File: src/rtl/fp_div_seq_pkg.sv
// Shared definitions for the sequential FP32 divider: status codes, opcode and FSM states.
package fp_div_seq_pkg;

    localparam logic [1:0] R_TYPE_SUCCESS = 2'b00;
    localparam logic [1:0] MIPS_OVERFLOW  = 2'b01;

    localparam logic [5:0] OP_FP_DIV = 6'h1b;

    typedef enum logic [1:0] {
        StIdle = 2'b00,
        StDiv  = 2'b01,
        StNorm = 2'b10,
        StDone = 2'b11
    } fp_div_state_e;

endpackage

File: src/rtl/fp_div_round.sv
// Normalise, round and pack a 27-bit mantissa quotient into FP32, using the same
// GRS rounding and wrap-around behaviour as the FP multiplier.
module fp_div_round
    import fp_div_seq_pkg::*;
#(
    parameter int unsigned BIAS = 127
) (
    input  logic [26:0] q_i,
    input  logic        sticky_i,
    input  logic [7:0]  ea_i,
    input  logic [7:0]  eb_i,
    input  logic        sign_i,
    output logic [31:0] data_o,
    output logic [1:0]  overflow_o
);

    logic [22:0]       frac;
    logic [22:0]       frac_rnd;
    logic              g_bit;
    logic              r_bit;
    logic              s_bit;
    logic              eadj;
    logic              grs;
    logic signed [9:0] exp_s;

    always_comb begin
        if (q_i[26]) begin
            frac  = q_i[25:3];
            g_bit = q_i[3];
            r_bit = q_i[2];
            s_bit = (|q_i[1:0]) | sticky_i;
            eadj  = 1'b0;
        end else begin
            frac  = q_i[24:2];
            g_bit = q_i[2];
            r_bit = q_i[1];
            s_bit = q_i[0] | sticky_i;
            eadj  = 1'b1;
        end

        grs = (r_bit & s_bit) | (g_bit & r_bit);
        // Mantissa carry-out is dropped on purpose; the exponent is never bumped.
        frac_rnd = frac + {22'd0, grs};

        exp_s = $signed({2'b00, ea_i}) - $signed({2'b00, eb_i})
              + $signed(10'(BIAS)) - $signed({9'd0, eadj});

        overflow_o = ((exp_s < 10'sd1) || (exp_s > 10'sd254)) ? MIPS_OVERFLOW : R_TYPE_SUCCESS;
        data_o     = {sign_i, exp_s[7:0], frac_rnd};
    end

endmodule

File: src/rtl/fp_div_seq.sv
// Multi-cycle FP32 divider: restoring mantissa division, one quotient bit per cycle,
// valid/ready handshakes on input and output.
module fp_div_seq
    import fp_div_seq_pkg::*;
#(
    parameter int unsigned QBITS = 27,
    parameter int unsigned BIAS  = 127
) (
    input  logic        clk,
    input  logic        rst,
    input  logic        in_valid,
    output logic        in_ready,
    input  logic [31:0] data1,
    input  logic [31:0] data2,
    output logic        out_valid,
    input  logic        out_ready,
    output logic [31:0] o_data,
    output logic [1:0]  overflow
);

    localparam logic [4:0] CntLast = 5'(QBITS - 1);

    fp_div_state_e state_q, state_d;
    logic        sign_q, sign_d;
    logic [7:0]  ea_q, ea_d;
    logic [7:0]  eb_q, eb_d;
    logic [24:0] rem_q, rem_d;
    logic [23:0] div_q, div_d;
    logic [26:0] q_q, q_d;
    logic [4:0]  cnt_q, cnt_d;
    logic [31:0] o_data_q, o_data_d;
    logic [1:0]  overflow_q, overflow_d;

    logic [24:0] diff;
    logic        qbit;
    logic [31:0] rnd_data;
    logic [1:0]  rnd_ovf;

    fp_div_round #(
        .BIAS (BIAS)
    ) u_round (
        .q_i        (q_q),
        .sticky_i   (|rem_q),
        .ea_i       (ea_q),
        .eb_i       (eb_q),
        .sign_i     (sign_q),
        .data_o     (rnd_data),
        .overflow_o (rnd_ovf)
    );

    always_ff @(posedge clk or posedge rst) begin
        if (rst) begin
            state_q    <= StIdle;
            sign_q     <= 1'b0;
            ea_q       <= '0;
            eb_q       <= '0;
            rem_q      <= '0;
            div_q      <= '0;
            q_q        <= '0;
            cnt_q      <= '0;
            o_data_q   <= '0;
            overflow_q <= R_TYPE_SUCCESS;
        end else begin
            state_q    <= state_d;
            sign_q     <= sign_d;
            ea_q       <= ea_d;
            eb_q       <= eb_d;
            rem_q      <= rem_d;
            div_q      <= div_d;
            q_q        <= q_d;
            cnt_q      <= cnt_d;
            o_data_q   <= o_data_d;
            overflow_q <= overflow_d;
        end
    end

    always_comb begin
        state_d    = state_q;
        sign_d     = sign_q;
        ea_d       = ea_q;
        eb_d       = eb_q;
        rem_d      = rem_q;
        div_d      = div_q;
        q_d        = q_q;
        cnt_d      = cnt_q;
        o_data_d   = o_data_q;
        overflow_d = overflow_q;

        // Remainder stays below twice the divisor, so the shifted value always fits.
        if (rem_q >= {1'b0, div_q}) begin
            qbit = 1'b1;
            diff = rem_q - {1'b0, div_q};
        end else begin
            qbit = 1'b0;
            diff = rem_q;
        end

        unique case (state_q)
            StIdle: begin
                if (in_valid) begin
                    sign_d = data1[31] ^ data2[31];
                    ea_d   = data1[30:23];
                    eb_d   = data2[30:23];
                    if (data2[30:23] == 8'd0) begin
                        o_data_d   = {data1[31] ^ data2[31], 31'd0};
                        overflow_d = MIPS_OVERFLOW;
                        state_d    = StDone;
                    end else begin
                        rem_d   = {2'b01, data1[22:0]};
                        div_d   = {1'b1, data2[22:0]};
                        q_d     = '0;
                        cnt_d   = '0;
                        state_d = StDiv;
                    end
                end
            end
            StDiv: begin
                rem_d = diff << 1;
                q_d   = {q_q[25:0], qbit};
                cnt_d = cnt_q + 5'd1;
                if (cnt_q == CntLast) begin
                    state_d = StNorm;
                end
            end
            StNorm: begin
                o_data_d   = rnd_data;
                overflow_d = rnd_ovf;
                state_d    = StDone;
            end
            StDone: begin
                if (out_ready) begin
                    state_d = StIdle;
                end
            end
            default: state_d = StIdle;
        endcase
    end

    assign in_ready  = (state_q == StIdle);
    assign out_valid = (state_q == StDone);
    assign o_data    = o_data_q;
    assign overflow  = overflow_q;

endmodule
File: config.mk
export PLATFORM = sky130hd
export DESIGN_NAME = fp_div_seq
export DESIGN_NICKNAME = d
export VERILOG_FILES = /design/src/rtl/fp_div_seq_pkg.sv /design/src/rtl/fp_div_round.sv /design/src/rtl/fp_div_seq.sv
export SDC_FILE = /design/constraint.sdc
export NUM_CORES = 1
export LEC_CHECK = 0
export BUFFER_PORTS_ARGS = -buffer_cell sky130_fd_sc_hd__clkbuf_2
export CORE_ASPECT_RATIO = 0.8
export CORE_UTILIZATION = 54
export CTS_CLUSTER_DIAMETER = 30
export DETAILED_ROUTE_END_ITERATION = 8
export PLACE_DENSITY = 0.76
export SKIP_LAST_GASP = 1
export SYNTH_ARGS = -nofsm -noshare
export SYNTH_HDL_FRONTEND = slang
export SYNTH_HIERARCHICAL = 1
export SYNTH_SLANG_ARGS = --single-unit
File: constraint.sdc
create_clock -name clk -period 3.5 [get_ports clk]
set_input_delay 0 -clock clk [delete_from_list [all_inputs] [get_ports clk]]
set_output_delay 0 -clock clk [all_outputs]
set_load 0.03 [all_outputs]
Word-level counts from Yosys, hierarchy flattened
Cells that the tools add are included.
{"block": "totals", "out_inout_bits": 36, "elab_cells": 75, "register_bits": 134, "inputBits": 68}
{"block": "classes", "n_bitwise": 7, "n_lt_le_gt_ge": 3, "eq_ne": 9, "addsub": 6, "muxes": 28, "reduce_logical": 12}
{"cell": "$mux 32", "n": 2}
{"cell": "$pmux 32 s2", "n": 1}
{"cell": "$mux 27", "n": 2}
{"cell": "$pmux 27 s2", "n": 1}
{"cell": "$mux 25", "n": 2}
{"cell": "$pmux 25 s2", "n": 1}
{"cell": "$ge 25x24->1", "n": 1}
{"cell": "$reduce_or 25->1", "n": 1}
{"cell": "$mux 24", "n": 1}
{"cell": "$sub 24x24->24", "n": 1}
{"cell": "$add 23x1->23", "n": 1}
{"cell": "$mux 23", "n": 1}
{"cell": "$mux 2", "n": 6}
{"cell": "$reduce_and 3->1", "n": 4}
{"cell": "$add 10x8->10 const B", "n": 1}
{"cell": "$gt 10x9->1 const B", "n": 1}
{"cell": "$lt 10x2->1 const B", "n": 1}
{"cell": "$mux 5", "n": 2}
{"cell": "$pmux 5 s2", "n": 1}
{"cell": "$sub 10x2->10", "n": 1}
{"cell": "$sub 8x8->9", "n": 1}
{"cell": "$logic_not 8->1", "n": 1}
{"cell": "$pmux 2 s4", "n": 1}
{"cell": "$mux 1", "n": 6}
{"cell": "16 further kinds", "n": 24}

Depth between registers and ports, before layout
Gate-level depths: netlist of the first run.
{"block": "depth", "word_depth": 7, "depth_mapped": 19, "depth_no_buf": 19}

By module
Netlist of the first run, hierarchy kept.
{"module": "fp_div_seq", "n_inst": 1, "area_per_inst_um2": 6897.9, "seq_area_each_um2": 3353.2, "cells_per_inst": 743}
{"module": "fp_div_round", "n_inst": 1, "area_per_inst_um2": 1810.5, "seq_area_each_um2": 0.0, "cells_per_inst": 249}

Worst setup path before layout of the first run
No wires, ideal clock.
{"block": "synth_timing", "path_kind": "register to register", "startpoint": "register ea_q[0]", "endpoint": "register overflow_q[0], in the netlist overflow[0]", "path_stages_with_launch": 18, "t_required_ps": 3418, "setup_ps": 82, "slack_ps": 161, "t_arrival_ps": 3257, "synth_period_minus_slack_ps": 3339, "path_buffers": 0, "path_cell_list": "dfrtp_1 inv_1 ha_1 inv_1 fa_1 a211oi_1 nor2_1 xor2_1 inv_1 ha_1 o21ai_0 nand2b_1 a221oi_1 nor3_2 xnor2_1 o311ai_1 inv_1 a31oi_1"}
{"block": "synth_between", "elab_chain_len": 7, "elab_cells_between_ends": 8, "cone_classes": "3 x add/sub; 2 x order compare; 2 x mux; 1 x reduce/logical"}
{"element": "from (decl)", "line_no": "fp_div_seq.sv:25", "rtl": "logic [7:0] ea_q, ea_d;"}
{"element": "from (signal assigned)", "line_no": "fp_div_seq.sv:55", "rtl": "ea_q <= '0;"}
{"element": "from (signal assigned)", "line_no": "fp_div_seq.sv:66", "rtl": "ea_q <= ea_d;"}
{"element": "$sub 8x8->9 (*)", "line_no": "fp_div_round.sv:45", "rtl": "exp_s = $signed({2'b00, ea_i}) - $signed({2'b00, eb_i})"}
{"element": "$add 10x8->10 (*)", "line_no": "fp_div_round.sv:46", "rtl": "+ $signed(10'(BIAS)) - $signed({9'd0, eadj});"}
{"element": "$sub 10x2->10 (*)", "line_no": "fp_div_round.sv:46"}
{"element": "$lt 10x2->1 or $gt 10x9->1 (tied branches)", "line_no": "fp_div_round.sv:48", "rtl": "overflow_o = ((exp_s < 10'sd1) || (exp_s > 10'sd254)) ? MIPS_OVERFLOW : R_TYPE_SUCCESS;"}
{"element": "$logic_or 1x1->1 (*)", "line_no": "fp_div_round.sv:48"}
{"element": "$mux 1 (*)", "line_no": "fp_div_round.sv:48"}
{"element": "via rnd_ovf[0]", "line_no": "fp_div_seq.sv:37", "rtl": "logic [1:0] rnd_ovf;"}
{"element": "$pmux 2 s2 (*)", "line_no": "fp_div_seq.sv:98", "rtl": "unique case (state_q)"}
{"element": "to (signal assigned)", "line_no": "fp_div_seq.sv:73", "rtl": "overflow_q <= overflow_d;"}
{"element": "to (decl)", "line_no": "fp_div_seq.sv:32", "rtl": "logic [1:0] overflow_q, overflow_d;"}
The timed path passes the listed nets; every way through them passes the cells marked *.
A chain may end at the register's enable or synchronous reset.

Worst setup path after layout of the first run
{"block": "layout_timing", "startpoint": "register eb_q[1]", "endpoint": "register overflow_q[0], in the netlist overflow[0]"}
{"block": "layout_between", "elab_chain_len": 7, "elab_cells_between_ends": 8, "cone_classes": "3 x add/sub; 2 x order compare; 2 x mux; 1 x reduce/logical"}
{"element": "from (decl)", "line_no": "fp_div_seq.sv:26", "rtl": "logic [7:0] eb_q, eb_d;"}
{"element": "from (signal assigned)", "line_no": "fp_div_seq.sv:56", "rtl": "eb_q <= '0;"}
{"element": "from (signal assigned)", "line_no": "fp_div_seq.sv:67", "rtl": "eb_q <= eb_d;"}
{"element": "$sub 8x8->9 (*)", "line_no": "fp_div_round.sv:45"}
{"element": "$add 10x8->10 (*)", "line_no": "fp_div_round.sv:46"}
{"element": "$sub 10x2->10 (*)", "line_no": "fp_div_round.sv:46"}
{"element": "$lt 10x2->1 or $gt 10x9->1 (tied branches)", "line_no": "fp_div_round.sv:48"}
{"element": "$logic_or 1x1->1 (*)", "line_no": "fp_div_round.sv:48"}
{"element": "$mux 1 (*)", "line_no": "fp_div_round.sv:48"}
{"element": "via rnd_ovf[0]", "line_no": "fp_div_seq.sv:37"}
{"element": "$pmux 2 s2 (*)", "line_no": "fp_div_seq.sv:98"}
Marked as above.

==> reports/qor.csv, run 1 <==
stage;metric;value;unit
timing;Slew Viols, Final;0;
die;core area;15750;sq um
clocking;Root Driver;clkbuf_16;
timing;Final WS setup;0.1424;ns
grt;largest net degree at the start of global routing;135;
power;VDD IR max;0.8198;mV
cells_and_area;layout cell share with drive strength beyond 1;19.16;%
grt;grt ovf;0;
timing;Final TNS setup;0;ns
die;site row count;41;
clocking;H-tree Lvls;4;
setup_path;CP Max Fanout;4;
clocking;TritonCTS clock tree;done;
routing;Routed WL per cell;15.75;um
clocking;clk sinks;134;
cells_and_area;commonest non-fill, non-tap cell in the layout;nand2_1;
timing;fmax;297.8;MHz
setup_path;crit path DAT;3.71;ns
power;power consumption;12.04;mW
timing;worst hold slack;0.05818;ns
timing;clock skew;0.009446;ns
yosys;mapped cell area;8708;sq um
placed_design;PortBufs;103;
setup_path;startpoint types;flip-flop;
power;PwrDens;1118;nW/um^2
yosys;fraction of registers with async set/reset;100.0;%
cells_and_area;Cell Count, Final, Fillers Out;1379;
yosys;Netlist cell types;76;
clocking;Clock transition at path regs;0.06;ns
timing;Final period util;95.93;%
placed_design;Inst Count DP;1278;
status;status;finished clean;
cells_and_area;commonest non-fill, non-tap cells in the layout;nand2_1, dfrtp_1, clkbuf_2;
setup_path;peak per-stage delay on the critical path;0.39;ns
cells_and_area;fillers;1214;
yosys;predominant post-synthesis flop cell;dfrtp_1;
setup_path;Worst setup EP type;flip-flop;
timing;crit path time final;3.358;ns
die;width of the die;144.0;um
timing;Least-Margin Pin Slew;0.7292;ns
timing;Final setup viols;0;
cells_and_area;post-layout util;68.34;%
clocking;CTS buffer count;17;
routing;final wirelength;21720;um
setup_path;Worst Path Required;3.85;ns
placed_design;post-placement setup slack;-0.08120;ns
setup_path;Crit Path Class;reg -> reg;
power;LEAKAGE;4.947;nW
placed_design;dpl hpwl;14280;um
yosys;EDFF count, synth;0;
cells_and_area;Finished Cell Area;10760;sq um
cells_and_area;final net count;1268;
cells_and_area;n_diodes;0;
run;max_cap viols;0;
grt;Total GRT Usage;27.71;%
grt;global-route wire length before repair;36050;um
setup_path;Top Family by Delay on Critical Path;compound AO/OA/AOI/OAI gates;
clocking;Max clock buf depth;2;
routing;Final ANT Viol Nets;0;
grt;initial antenna violation count;0;
routing;vias;7732;
clocking;worst skew pair latency;0.43;ns
die;chip height;115.6;um
yosys;sequential fraction of the synthesis area;38.51;%
timing;Slew headroom;51.21;%
yosys;Avg Synthesized Cell Area;8.779;sq um
die;die area;16640;sq um
setup_path;crit-path cells;inv_1 > ha_1 > nor2b_1 > o31a_1 > nor2_4 > inv_1 > ha_1 > nor2b_1 > o21ai_0 > nand2b_1 > a221oi_2 > nor3_2 > xnor2_2 > nand4_1 > o311ai_1 > inv_1 > a31oi_1;
routing;vias per inst;5.607;
routing;DR DRC count;0;
grt;vias in the first global route;7335;
setup_path;crit path max-delay cell type;dfrtp_1;
die;# IOs;104;
yosys;syn_nets;1109;
timing;final hold violation count;0;
yosys;Synth Warn #;6;
die;Starting Density;55.30;%
placed_design;Area after DPL;9458;sq um
routing;drt first pass iters;5;
hold_path;Hold WC Path Type;in -> reg;
cells_and_area;Layout area overhead;23.59;%
yosys;Cells after Synth;992;
placed_design;RePlAce Congestion;0.8975;
setup_path;WP buf/inv;3;
routing;Iter 0 DRT Violations;541;
yosys;#FFs+latches synth;134;
setup_path;critical path's most frequent cell;inv_1;
==> cell families (layout without fill, tap and decap cells) <==
logic type	count (synthesis)	in the layout	synth area share (%)
buffers and inverters	113	285	5.287
flip-flops	134	134	38.51
AND/OR/NAND/NOR	354	354	19.54
XOR/XNOR	59	59	5.934
other	1	1	0.04306
AO/OA/AOI/OAI	237	237	17.93
multiplexers	45	45	5.460
adder cells (fa/ha/maj)	49	49	7.299
==> cell type report <==
class	instances	area, sq um	share of cell area (%)
clock buffer	17	425.4	3.953
clock inverter	15	116.4	1.081
inverter	67	255.2	2.372
multi-input combinational	745	5017	46.62
sequential	134	3353	31.16
tap	215	269.0	2.499
timing repair buffer	186	1326	12.32
==> final timing paths <==
kind / from / endpoint / cells past startpoint / slack, ns
max: eb_q[1]$_DFFE_PP0P_ / overflow[0]$_DFFE_PP0P_ / 17 / 0.14
min: data2[31] / o_data[31]$_DFFE_PP0P_ / 5 / 0.06
max reg2reg: eb_q[1]$_DFFE_PP0P_ / overflow[0]$_DFFE_PP0P_ / 17 / 0.14
min reg2reg: div_q[23]$_DFFE_PP0P_ / div_q[23]$_DFFE_PP0P_ / 2 / 0.47
max in group asynchronous: rst / o_data[5]$_DFFE_PP0P_ / 4 / 2.67
min in group asynchronous: rst / eb_q[7]$_DFFE_PP0P_ / 4 / 0.33
==> metal layers <==
layer / track usage, % / up-vias / part of all wire (%) / routed length, um
met5: 0 / - / 0 / 0
met4: 9.645 / 0 / 1.7 / 373
met3: 5.579 / 31 / 6.2 / 1345
met2: 43.00 / 259 / 45 / 9874
met1: 38.62 / 3678 / 47 / 10130
li1: - / 3764 / - / -
==> what timing repair did <==
item | in CTS | in global routing
buffers inserted | 0 | 4
hold buffers | 65 | 0
endpoints found under the setup margin | 1 | 3
pin swaps | 1 | 5
gates resized for setup | 3 | 16
hold endpoints to repair | 197 | 0
==> registers in the layout, summed over array words and instances, names as in the netlist <==
| register | flops |
|---|---|
| rem_q | 25 |
| eb_q | 8 |
| ea_q | 8 |
| overflow | 2 |
| cnt_q | 5 |
| div_q | 24 |
| sign_q | 1 |
| state_q | 2 |
| o_data | 32 |
| q_q | 27 |
==> worst min-delay path, delay by kind of cell <==
kind,cells,cell delay (ns)
simple gates,2,0.18
xor+xnor,1,0.10
compound gates,1,0.07
buf+inv,1,0.09
==> cell usage after synthesis, types with 5 or more instances <==
master	count	area, sq um
mux2_2	20	225.2
inv_1	66	247.7
nand2_1	189	709.4
xor2_1	31	271.5
a21boi_0	5	37.54
o21ai_0	91	455.4
clkbuf_1	30	112.6
ha_1	46	575.6
nand3_1	37	185.2
o21a_1	7	52.55
o22ai_1	13	81.33
o31ai_1	5	37.54
mux2i_1	25	250.2
a21oi_1	46	230.2
a31oi_1	8	50.05
buf_2	5	25.02
a21o_1	10	75.07
nor2_1	38	142.6
nand4_1	13	81.33
dfrtp_1	134	3353
a211oi_1	7	52.55
xnor2_1	28	245.2
and3_1	11	68.82
and2_1	7	43.79
buf_1	6	22.52
nor3_1	10	50.05
nor2b_1	9	56.30
nor4_1	7	43.79
==> power breakdown <==
group	internal (mW)	switching, mW	leakage [nW]
registers	1.99	0.316	1.72
clock network	0.918	0.737	0.262
logic	3.31	4.76	2.97
No activity file was read; power rests on OpenSTA's default activity.
==> run 2: changes to the inputs <==
Settings changed: SYNTH_HIERARCHICAL 1 to unset.
==> run 2 against run 1 <==
Compared with the run above:
- the flow now finishes with violations (hold timing)
- routed wire length decreased by 1.9%
- core utilization decreased by 1.8 points
- critical path depth unchanged
- clock skew rose by 0.0022 ns
- non-clock buffer count is 10 lower
- critical path type unchanged
- largest cell class unchanged
- largest power group unchanged
==> reports/qor.csv, run 2 <==
stage;metric;value;unit
routing;Iter 0 DRT Violations;712;
power;Switch Pwr;5.593;mW
grt;grt ovf;0;
clocking;TritonCTS clock tree;done;
routing;drt first pass iters;4;
cells_and_area;commonest non-fill, non-tap cells in the layout;nand2_1, dfrtp_1, clkbuf_2;
placed_design;RePlAce Congestion;0.9604;
setup_path;R2R Path End;overflow[0]$_DFFE_PP0P_;
clocking;H-tree Lvls;4;
cells_and_area;layout cell share with drive strength beyond 1;17.44;%
status;failing checks;hold timing;
timing;Slew Viols, Final;0;
die;Starting Density;55.00;%
power;Switching Fraction;47.07;%
setup_path;r2r worst-path depth;17;
routing;Routed WL per cell;15.72;um
power;Sequential Power Share;19.8;%
yosys;EDFF count, synth;0;
timing;worst hold slack;-0.006687;ns
die;die area;16550;sq um
clocking;clk sinks;133;
yosys;predominant post-synthesis flop cell;dfrtp_1;
placed_design;dpl hpwl;14570;um
timing;crit path time final;3.316;ns
power;P_int;6.289;mW
setup_path;reg-to-reg startpoint;ea_q[0]$_DFFE_PP0P_;
yosys;most frequent cells after synthesis;nand2_1, dfrtp_1, o21ai_0;
power;VDD IR max;1.102;mV
setup_path;Worst Path Required;3.85;ns
yosys;#FFs+latches synth;133;
yosys;Synth Warn #;0;
die;chip height;115.3;um
grt;initial antenna violation count;0;
power;combinational power share;64.9;%
yosys;syn_nets;1107;
yosys;Synth area leader;dfrtp_1;
placed_design;Area after DPL;9344;sq um
setup_path;worst setup slack for register-to-register paths;0.18;ns
timing;Least-Margin Pin Slew;0.7916;ns
clocking;Root Driver;clkbuf_16;
cells_and_area;commonest non-fill, non-tap cell in the layout;nand2_1;
yosys;Synth top area share;38.42;%
yosys;Avg Synthesized Cell Area;8.758;sq um
yosys;fraction of registers with async set/reset;100.0;%
die;site row count;41;
grt;vias in the first global route;7104;
timing;Slew headroom;47.11;%
cells_and_area;Finished Cell Area;10480;sq um
clocking;CTS buffer count;17;
hold_path;worst hold path endpoint;rem_q[14]$_DFFE_PP0P_;
routing;DR DRC count;0;
hold_path;HP Start;data1[14];
die;core area;15750;sq um
grt;global-route wire length before repair;35080;um
setup_path;Worst setup EP type;flip-flop;
cells_and_area;fillers;1306;
grt;largest net degree at the start of global routing;103;
routing;Final ANT Viol Nets;0;
status;status;complete, but fails checks;
setup_path;CP Max Fanout;3;
routing;final wirelength;21320;um
cells_and_area;Layout area overhead;21.02;%
yosys;sequential fraction of the synthesis area;38.42;%
setup_path;crit path DAT;3.66;ns
setup_path;startpoint types;flip-flop;
placed_design;PortBufs;102;
hold_path;hold path depth;4;
run;max_cap viols;0;
yosys;mapped cell area;8662;sq um
clocking;Max clock buf depth;2;
cells_and_area;n_diodes;0;
power;PwrDens;1133;nW/um^2
hold_path;Hold WC Path Type;in -> reg;
clocking;Clock transition at path regs;0.06;ns
yosys;largest cells by area after synthesis;dfrtp_1, ha_1, nand2_1;
timing;final hold violation count;1;
timing;Final period util;94.73;%
clocking;worst skew pair latency;0.43;ns
die;# IOs;104;
yosys;Netlist cell types;73;
grt;Total GRT Usage;27.24;%
routing;vias;7674;
power;power consumption;11.88;mW
yosys;cell with the most instances after synthesis;nand2_1;
routing;vias per inst;5.659;
power;clock network power share;15.2;%
cells_and_area;final net count;1246;
timing;Final setup viols;0;
timing;clock skew;0.01164;ns
setup_path;Crit Path Class;reg -> reg;
die;width of the die;143.6;um
yosys;Cells after Synth;989;
timing;fmax;301.6;MHz
power;LEAKAGE;5.012;nW
cells_and_area;number of flip-flops in the largest register;32;
==> run 2: changes by cell type in the layout (fill, tap and decap cells not counted), moves of 9 or more <==
cell / before / now
a21oi_1: 44 / 57
dlygate4sd3_1: 65 / 53
mux2i_1: 25 / 16
nand2_1: 189 / 148
nand3_1: 37 / 60
nor3b_1: 0 / 20
o21ai_0: 89 / 77
o22ai_1: 12 / 1
xor2_1: 30 / 21
==> run 2: critical path, cell delays in order (launching register included) <==
cell and delay, ns:
dfrtp_1 0.38, inv_1 0.06, ha_1 0.15, inv_2 0.05
fa_2 0.39, a21o_1 0.18, a21oi_2 0.15, nor2_1 0.06
a211o_1 0.26, xor2_1 0.18, inv_1 0.07, ha_1 0.29
inv_2 0.05, a21oi_2 0.13, nor2_1 0.06, xor2_1 0.15
or4_1 0.47, a32oi_1 0.17
==> run 2: per-layer routing <==
metal / track usage, % / wire [um] / up-vias
met2: 40.26 / 9349 / 226
met1: 39.97 / 10540 / 3661
met3: 5.414 / 1129 / 30
li1: - / - / 3757
met5: 0 / 0 / -
met4: 8.865 / 302 / 0
==> run 2: kinds of logic after synthesis <==
group	synth area share, %
flip-flops	38.42
AO/OA/AOI/OAI	19.31
XOR/XNOR	4.651
other	0.04329
multiplexers	4.579
AND/OR/NAND/NOR	19.40
adder cells (fa/ha/maj)	7.482
buffers and inverters	6.110
==> run 2: cell type report <==
class                      count  area (sq um)  area share (%)
tap                          215         269.0           2.566
sequential                   133          3328           31.75
inverter                      63         240.2           2.292
clock inverter                11         132.6           1.265
timing repair buffer         176          1211           11.55
clock buffer                  21         450.4           4.297
multi-input combinational    737          4851           46.28
==> run 2: metrics by stage <==
stage / setup WS, ns / utilization (%) / cells / TNS [ns]
after floorplan: 0.2351 / - / 989 / 0
after global placement: 0.1248 / 59.33 / 1270 / 0
after detailed placement: 0.002589 / 59.33 / 1270 / 0
after CTS: 0.008092 / 66.40 / 1355 / 0
after global routing: -0.02518 / 66.56 / 1356 / -0.02518
final: 0.1844 / 66.56 / 1356 / 0
==> run 2: what timing repair did <==
| item | 4_1_cts | 5_1_grt |
|---|---|---|
| hold endpoints to repair | 83 | 0 |
| hold buffers | 53 | 0 |
| endpoints found under the setup margin | 0 | 1 |
| resized for setup | 0 | 7 |
| buffers inserted | 0 | 1 |
==> run 2: worst max-delay path by stage <==
stage,from,to,slack [ns],cells past startpoint
detailed placement,ea_q[0]$_DFFE_PP0P_,overflow[0]$_DFFE_PP0P_,0.003,17
floorplan,ea_q[0]$_DFFE_PP0P_,overflow[0]$_DFFE_PP0P_,0.24,17
finish,ea_q[0]$_DFFE_PP0P_,overflow[0]$_DFFE_PP0P_,0.18,17
global placement,ea_q[0]$_DFFE_PP0P_,overflow[0]$_DFFE_PP0P_,0.12,17
global route,ea_q[0]$_DFFE_PP0P_,overflow[0]$_DFFE_PP0P_,-0.03,16
CTS,ea_q[0]$_DFFE_PP0P_,overflow[0]$_DFFE_PP0P_,0.008,17
==> run 2: power groups by stage <==
stage	Sequential, mW	Combinational, mW	Clock, mW
2_1_floorplan	2.34	5.82	0
4_1_cts	2.35	7.49	1.83
6_report	2.36	7.72	1.81
3_5_place_dp	2.37	7.36	0
5_1_grt	2.41	8.59	1.90
3_3_place_gp	2.36	7.18	0
